**src/rtl/imem_loader_pkg.sv**
```systemverilog
// Shared definitions for the boot-time instruction-memory loader:
// FSM encodings, stream framing constants and the address helper.
package imem_loader_defs;

    typedef enum logic [2:0] {
        S_LEN  = 3'd0,
        S_DATA = 3'd1,
        S_WAIT = 3'd2,
        S_DONE = 3'd3,
        S_ERR  = 3'd4
    } state_t;

    localparam int LEN_BYTES         = 4;
    localparam int DEFAULT_MAX_WORDS = 1024;

    // Byte address of word k relative to a word-aligned base.
    function automatic logic [31:0] word_addr(input logic [31:0] base, input logic [31:0] k);
        return base + {k[29:0], 2'b00};
    endfunction

endpackage

```
**src/rtl/imem_loader_if.sv**
```systemverilog
// Byte-stream input and instruction-memory write port of the loader.
interface imem_loader_if;
    logic        rx_valid;
    logic [7:0]  rx_data;
    logic        rx_ready;
    logic        we;
    logic [31:0] wa;
    logic [31:0] wd;

    modport slave (
        input  rx_valid, rx_data,
        output rx_ready, we, wa, wd
    );

    modport master (
        output rx_valid, rx_data,
        input  rx_ready, we, wa, wd
    );
endinterface

```
**src/rtl/imem_loader_word_assembler.sv**
```systemverilog
// Collects four little-endian bytes into a 32-bit word; the word output is
// valid together with the fourth byte, so no extra cycle is spent.
module word_assembler
    import imem_loader_defs::*;
(
    input  logic        clk,
    input  logic        rst_n,
    input  logic        accept,
    input  logic [7:0]  byte_in,
    output logic [31:0] word,
    output logic        last
);
    localparam int BW = $clog2(LEN_BYTES);

    logic [BW-1:0] b_reg;
    logic [23:0]   shift_reg;

    always_ff @(posedge clk or negedge rst_n) begin
        if (!rst_n) begin
            b_reg     <= '0;
            shift_reg <= '0;
        end else if (accept) begin
            b_reg     <= b_reg + BW'(1);
            shift_reg <= {byte_in, shift_reg[23:8]};
        end
    end

    assign word = {byte_in, shift_reg};
    assign last = (b_reg == BW'(LEN_BYTES - 1));
endmodule

```
**src/rtl/imem_loader.sv**
```systemverilog
// Loads a length-prefixed little-endian image into instruction memory and
// holds the CPU in reset until the final word has been written.
module imem_loader
    import imem_loader_defs::*;
#(
    parameter logic [31:0] BASE_ADDR = 32'h0000_0000,
    parameter int          MAX_WORDS = DEFAULT_MAX_WORDS
) (
    input  logic          clk,
    input  logic          rst_n,
    imem_loader_if.slave  bus,
    output logic          cpu_rst_n,
    output logic          done,
    output logic          err
);
    localparam int KW = $clog2(MAX_WORDS + 1);

    state_t         state_reg, state_next;
    logic [31:0]    n_reg, n_next;
    logic [KW-1:0]  k_reg, k_next;
    logic           we_reg, we_next;
    logic [31:0]    wa_reg, wa_next;
    logic [31:0]    wd_reg, wd_next;
    logic           rx_ready;
    logic           accept;
    logic [31:0]    asm_word;
    logic           asm_last;

    assign accept = bus.rx_valid && rx_ready;

    word_assembler u_asm (
        .clk     (clk),
        .rst_n   (rst_n),
        .accept  (accept),
        .byte_in (bus.rx_data),
        .word    (asm_word),
        .last    (asm_last)
    );

    always_ff @(posedge clk or negedge rst_n) begin
        if (!rst_n) begin
            state_reg <= S_LEN;
        end else begin
            state_reg <= state_next;
        end
    end

    always_ff @(posedge clk or negedge rst_n) begin
        if (!rst_n) begin
            n_reg  <= '0;
            k_reg  <= '0;
            we_reg <= 1'b0;
            wa_reg <= BASE_ADDR;
            wd_reg <= '0;
        end else begin
            n_reg  <= n_next;
            k_reg  <= k_next;
            we_reg <= we_next;
            wa_reg <= wa_next;
            wd_reg <= wd_next;
        end
    end

    always_comb begin
        state_next = state_reg;
        n_next     = n_reg;
        k_next     = k_reg;
        we_next    = 1'b0;
        wa_next    = wa_reg;
        wd_next    = wd_reg;
        rx_ready   = 1'b0;
        done       = 1'b0;
        err        = 1'b0;
        cpu_rst_n  = 1'b0;

        unique case (state_reg)
            S_LEN: begin
                rx_ready = 1'b1;
                if (accept && asm_last) begin
                    n_next = asm_word;
                    k_next = '0;
                    if (asm_word == 32'd0)
                        state_next = S_DONE;
                    else if (asm_word > 32'(MAX_WORDS))
                        state_next = S_ERR;
                    else
                        state_next = S_DATA;
                end
            end
            S_DATA: begin
                rx_ready = 1'b1;
                if (accept && asm_last) begin
                    we_next = 1'b1;
                    wd_next = asm_word;
                    wa_next = word_addr(BASE_ADDR, 32'(k_reg));
                    k_next  = k_reg + KW'(1);
                    // k stays below MAX_WORDS, so the 32-bit compare cannot wrap.
                    if (32'(k_reg) + 32'd1 == n_reg)
                        state_next = S_WAIT;
                end
            end
            S_WAIT: begin
                state_next = S_DONE;
            end
            S_DONE: begin
                done      = 1'b1;
                cpu_rst_n = 1'b1;
            end
            S_ERR: begin
                err = 1'b1;
            end
            default: begin
                state_next = S_LEN;
            end
        endcase
    end

    assign bus.rx_ready = rx_ready;
    assign bus.we       = we_reg;
    assign bus.wa       = wa_reg;
    assign bus.wd       = wd_reg;
endmodule
```
**src/flat_wrapper.sv**
```systemverilog
// flat-port wrapper written by rule: the top's interface ports become plain ports
module imem_loader_flat import imem_loader_defs::*;
#(
    parameter logic [31:0] BASE_ADDR = 32'h0000_0000,
    parameter int          MAX_WORDS = DEFAULT_MAX_WORDS
)
  (clk, rst_n, cpu_rst_n, done, err, bus_rx_valid, bus_rx_data, bus_rx_ready, bus_we, bus_wa, bus_wd);
  imem_loader_if bus_i ();
  input  logic clk;
  input  logic rst_n;
  output logic cpu_rst_n;
  output logic done;
  output logic err;
  input wire logic [$bits(bus_i.rx_valid)-1:0] bus_rx_valid;
  input wire logic [$bits(bus_i.rx_data)-1:0] bus_rx_data;
  output wire logic [$bits(bus_i.rx_ready)-1:0] bus_rx_ready;
  output wire logic [$bits(bus_i.we)-1:0] bus_we;
  output wire logic [$bits(bus_i.wa)-1:0] bus_wa;
  output wire logic [$bits(bus_i.wd)-1:0] bus_wd;
  assign bus_i.rx_valid = bus_rx_valid;
  assign bus_i.rx_data = bus_rx_data;
  assign bus_rx_ready = bus_i.rx_ready;
  assign bus_we = bus_i.we;
  assign bus_wa = bus_i.wa;
  assign bus_wd = bus_i.wd;
  imem_loader #(.BASE_ADDR(BASE_ADDR), .MAX_WORDS(MAX_WORDS)) u_core (.clk(clk), .rst_n(rst_n), .bus(bus_i), .cpu_rst_n(cpu_rst_n), .done(done), .err(err));
endmodule
```
**config.mk**
```make
export PLATFORM = sky130hd
export DESIGN_NAME = imem_loader_flat
export DESIGN_NICKNAME = d
export VERILOG_FILES = /design/src/rtl/imem_loader_pkg.sv /design/src/rtl/imem_loader_if.sv /design/src/rtl/imem_loader_word_assembler.sv /design/src/rtl/imem_loader.sv /design/src/flat_wrapper.sv
export SDC_FILE = /design/constraint.sdc
export NUM_CORES = 1
export LEC_CHECK = 0
export BUFFER_PORTS_ARGS = -buffer_cell sky130_fd_sc_hd__buf_2
export CELL_PAD_IN_SITES_DETAIL_PLACEMENT = 0
export CELL_PAD_IN_SITES_GLOBAL_PLACEMENT = 1
export CORE_ASPECT_RATIO = 0.75
export CORE_UTILIZATION = 35
export DETAILED_ROUTE_END_ITERATION = 6
export GPL_ROUTABILITY_DRIVEN = 1
export GPL_TIMING_DRIVEN = 0
export PLACE_DENSITY_LB_ADDON = 0.1
export SYNTH_ARGS = -nofsm -noshare
export SYNTH_HDL_FRONTEND = slang
export SYNTH_HIERARCHICAL = 1
export SYNTH_SLANG_ARGS = --single-unit
```
**constraint.sdc**
```tcl
create_clock -name clk -period 4.2 [get_ports clk]
set_clock_uncertainty 0.2 [all_clocks]
set_input_delay 0.21 -clock clk [delete_from_list [all_inputs] [get_ports clk]]
set_output_delay 0.21 -clock clk [all_outputs]
set_load 0.005 [all_outputs]
```
==> impl_metrics.toml <==
[outcome]
status = "finished, final reports clean"

[timing]
rsz0062_at_grt = "no"
setup_tns_ns = 0
period_share_pct = 62.44
hold_violations = 0
tightest_slew_ns = 0.6339
period_needed_ns = 2.622
setup_violations = 0
fmax_mhz = 381.3
slew_headroom_pct = 57.74
setup_slack_ns = 1.578
report.final.slew_viol_count = 0

[layout]
final_layout_size_suffix_gt1_share_pct = 31.30
seq_area_sq_mm = 0.002903
multi_input_area_sq_mm = 0.002083
diodes = 0
stdcell_count = 807
fillers = 1451
area_growth_pct = 24.26
final_nets = 609

[yosys]
syn_inst = 489
netlist_area_sq_mm = 0.005298
synth-seq-cells = 116
synthFlopType = "dfrtp_1"
synth-edff-count = 0
synth-seq-area-share_pct = 54.79
yosys_warnings = 6
synth-async-reset-ratio_pct = 100.0
synth_cell_types = 46
syn_avg_cell_area_sq_um = 10.83

[die]
die_h_microns = 108.5
die_x_microns = 144.1
start_util_pct = 36.18
num_rows = 38
die_area_sq_mm = 0.01564
fp.coreArea_sq_mm = 0.01464
io_pins = 80

[routing]
vias = 3707
wl_per_cell_microns = 15.43
drt_iter0_drc = 194
drt_wl_total_mm = 12.45
viasPerCell = 4.594
first_pass_iters = 6
drt.antenna.violating_nets = 0
drc_errors = 0

[clocking]
cts.sink_count = 116
root_buffer = "clkbuf_16"
clk_pin_slew_ns = 0.05
clock_path_buffers = 2
cts_tree = "yes"
clkLatencyLatePin_ns = 0.41
cts_made_buffers = 17
postCtsSetupBuffers = 0
ctsHtreeMaxLevel = 4

[setup_path]
cp.required_ns = 4.34
critical_path_buf_inv_count = 1
crit_type = "flip-flop to flip-flop"
crit_chain = "ha_1 > nand3_1 > or2_1 > buf_6 > or4_1 > a31oi_1 > and4_1 > o21bai_1"
start_kind = "flip-flop"
crit_path_top_delay_cell = "or4_1"
end_kind = "flip-flop"
worst_path_largest_cell_delay_ns = 0.49
crit_family = "simple AND/OR/NAND/NOR gates"
crit_fanout = 8
critPathArrivalTime_ns = 2.76

[global_routing]
antenna_found_initial = 0
grt_max_degree = 84
first_global_vias = 3493
grtUsageTotal_pct = 17.55
grt_pass1_wl_mm = 20.00
grt-ovfl-total = 0

[run]
cap_violations = 0

[place]
place_congestion = 0.8008
preCtsSetupSlack_ns = 1.581
dp_cells = 768
dpl.hpwl_mm = 8.900
port_buffers = 58

[power]
p_leak_nw = 3.348
ir_drop_v = 0.0003547
pwr_density_cell_mw_per_mm2 = 679.5

[hold_path]
min_path_type = "primary input to async pin"
## through the flow
stage	area (sq um)	hold WS [ns]	power [mW]	util, %
floorplan	5373	-0.2856	2.657	-
global placement	5913	0.2529	3.129	40.38
detailed placement	5947	-0.06972	3.166	40.61
CTS	6583	0.06332	4.533	44.95
global route	6583	0.09014	4.776	44.95
finish	6583	0.06628	4.473	44.95
## Yosys cell counts (2+ instances only)
master	count	share of area, %
a21oi_1	4	0.38
and2_1	2	0.24
and3_1	2	0.24
and3_2	2	0.28
buf_1	7	0.50
buf_12	2	0.76
buf_4	30	4.3
buf_6	3	0.64
clkbuf_1	9	0.64
dfrtp_1	116	55
ha_1	2	0.47
mux2_2	40	8.5
mux2_4	19	5.4
nand2_1	159	11
nand2b_1	2	0.24
nand3_1	6	0.57
nor2_1	10	0.71
nor3_1	6	0.57
nor4_1	12	1.4
o21ai_0	12	1.1
o31ai_1	3	0.43
or4_1	3	0.43
xnor2_1	11	1.8
xor2_1	5	0.83
## power breakdown
part | internal [mW] | switching (mW)
registers | 1.53 | 0.367
clock network | 0.863 | 0.467
logic | 0.661 | 0.586
total | 3.05 | 1.42
## worst register-to-register path, stage by stage, from the launching register on
cell	delay (ns)
dfrtp_1	0.47
ha_1	0.29
nand3_1	0.11
or2_1	0.24
buf_6	0.14
or4_1	0.49
a31oi_1	0.19
and4_1	0.30
o21bai_1	0.12
## kinds of logic (layout without fill, tap and decap cells)
group	count (synthesis)	after routing	synth area share, %
and+or+nand+nor	212	212	17.50
DFF	116	116	54.79
muxes	59	59	13.89
buffers and inverters	55	153	7.298
AOI/OAI and AO/OA	28	28	3.331
xor gates and xnor gates	16	16	2.645
adders and majority gates	2	2	0.4723
other	1	21	0.07079
## cell usage in the layout (no fill, tap or decap), drive strengths merged, types with 2 or more instances in the layout
cell,count
dfrtp,116
nor3,6
buf,102
a21oi,4
and2,2
conb,21
ha,2
o21ai,12
mux2,59
nor4,13
nor2,10
xnor2,11
clkinv,4
o31ai,3
nand2,159
dlygate4sd3,9
and3,4
or4,3
xor2,5
nand2b,2
clkbuf,36
nand4,2
a21o,2
nand3,6
## final cells by class
| cell class | instances | area share, % |
|---|---|---|
| plain buffers | 54 | 5.816 |
| inverters | 1 | 0.05702 |
| flip-flops and latches | 116 | 44.10 |
| clock buffers | 25 | 7.527 |
| repair buffers | 68 | 6.292 |
| well taps | 200 | 3.802 |
| multi-input cells | 338 | 31.65 |
| clock inverters | 5 | 0.7603 |
## metal layers
layer | routed length, microns | vias to the layer above | track usage (%)
met5 | 0 | - | 0
met4 | 176 | 0 | 6.915
met3 | 431 | 16 | 4.429
met2 | 4938 | 84 | 23.05
met1 | 6907 | 1804 | 26.87
li1 | - | 1803 | -
## final timing paths
| kind | start | to | slack (ns) | cells after the start |
|---|---|---|---|---|
| max | u_core/k_reg[0] | u_core/state_reg[1] | 1.58 | 8 |
| max in group asynchronous | rst_n | u_core/n_reg[1] | 3.00 | 3 |
| max reg2reg | u_core/k_reg[0] | u_core/state_reg[1] | 1.58 | 8 |
| min reg2reg | u_core/bus.wd[1] | u_core/bus.wd[1] | 0.26 | 2 |
| min | rst_n | u_core/k_reg[10] | 0.07 | 2 |
| min in group clk | u_core/bus.wd[1] | u_core/bus.wd[1] | 0.26 | 2 |
## timing repair
| action | 4_1_cts | 5_1_grt |
|---|---|---|
| hold buffers | 9 | 0 |
| endpoints found under the setup margin | 0 | 0 |
| resized for setup | 0 | 0 |
| hold endpoints to repair | 140 | 0 |
No activity file was read; power rests on OpenSTA's default activity.
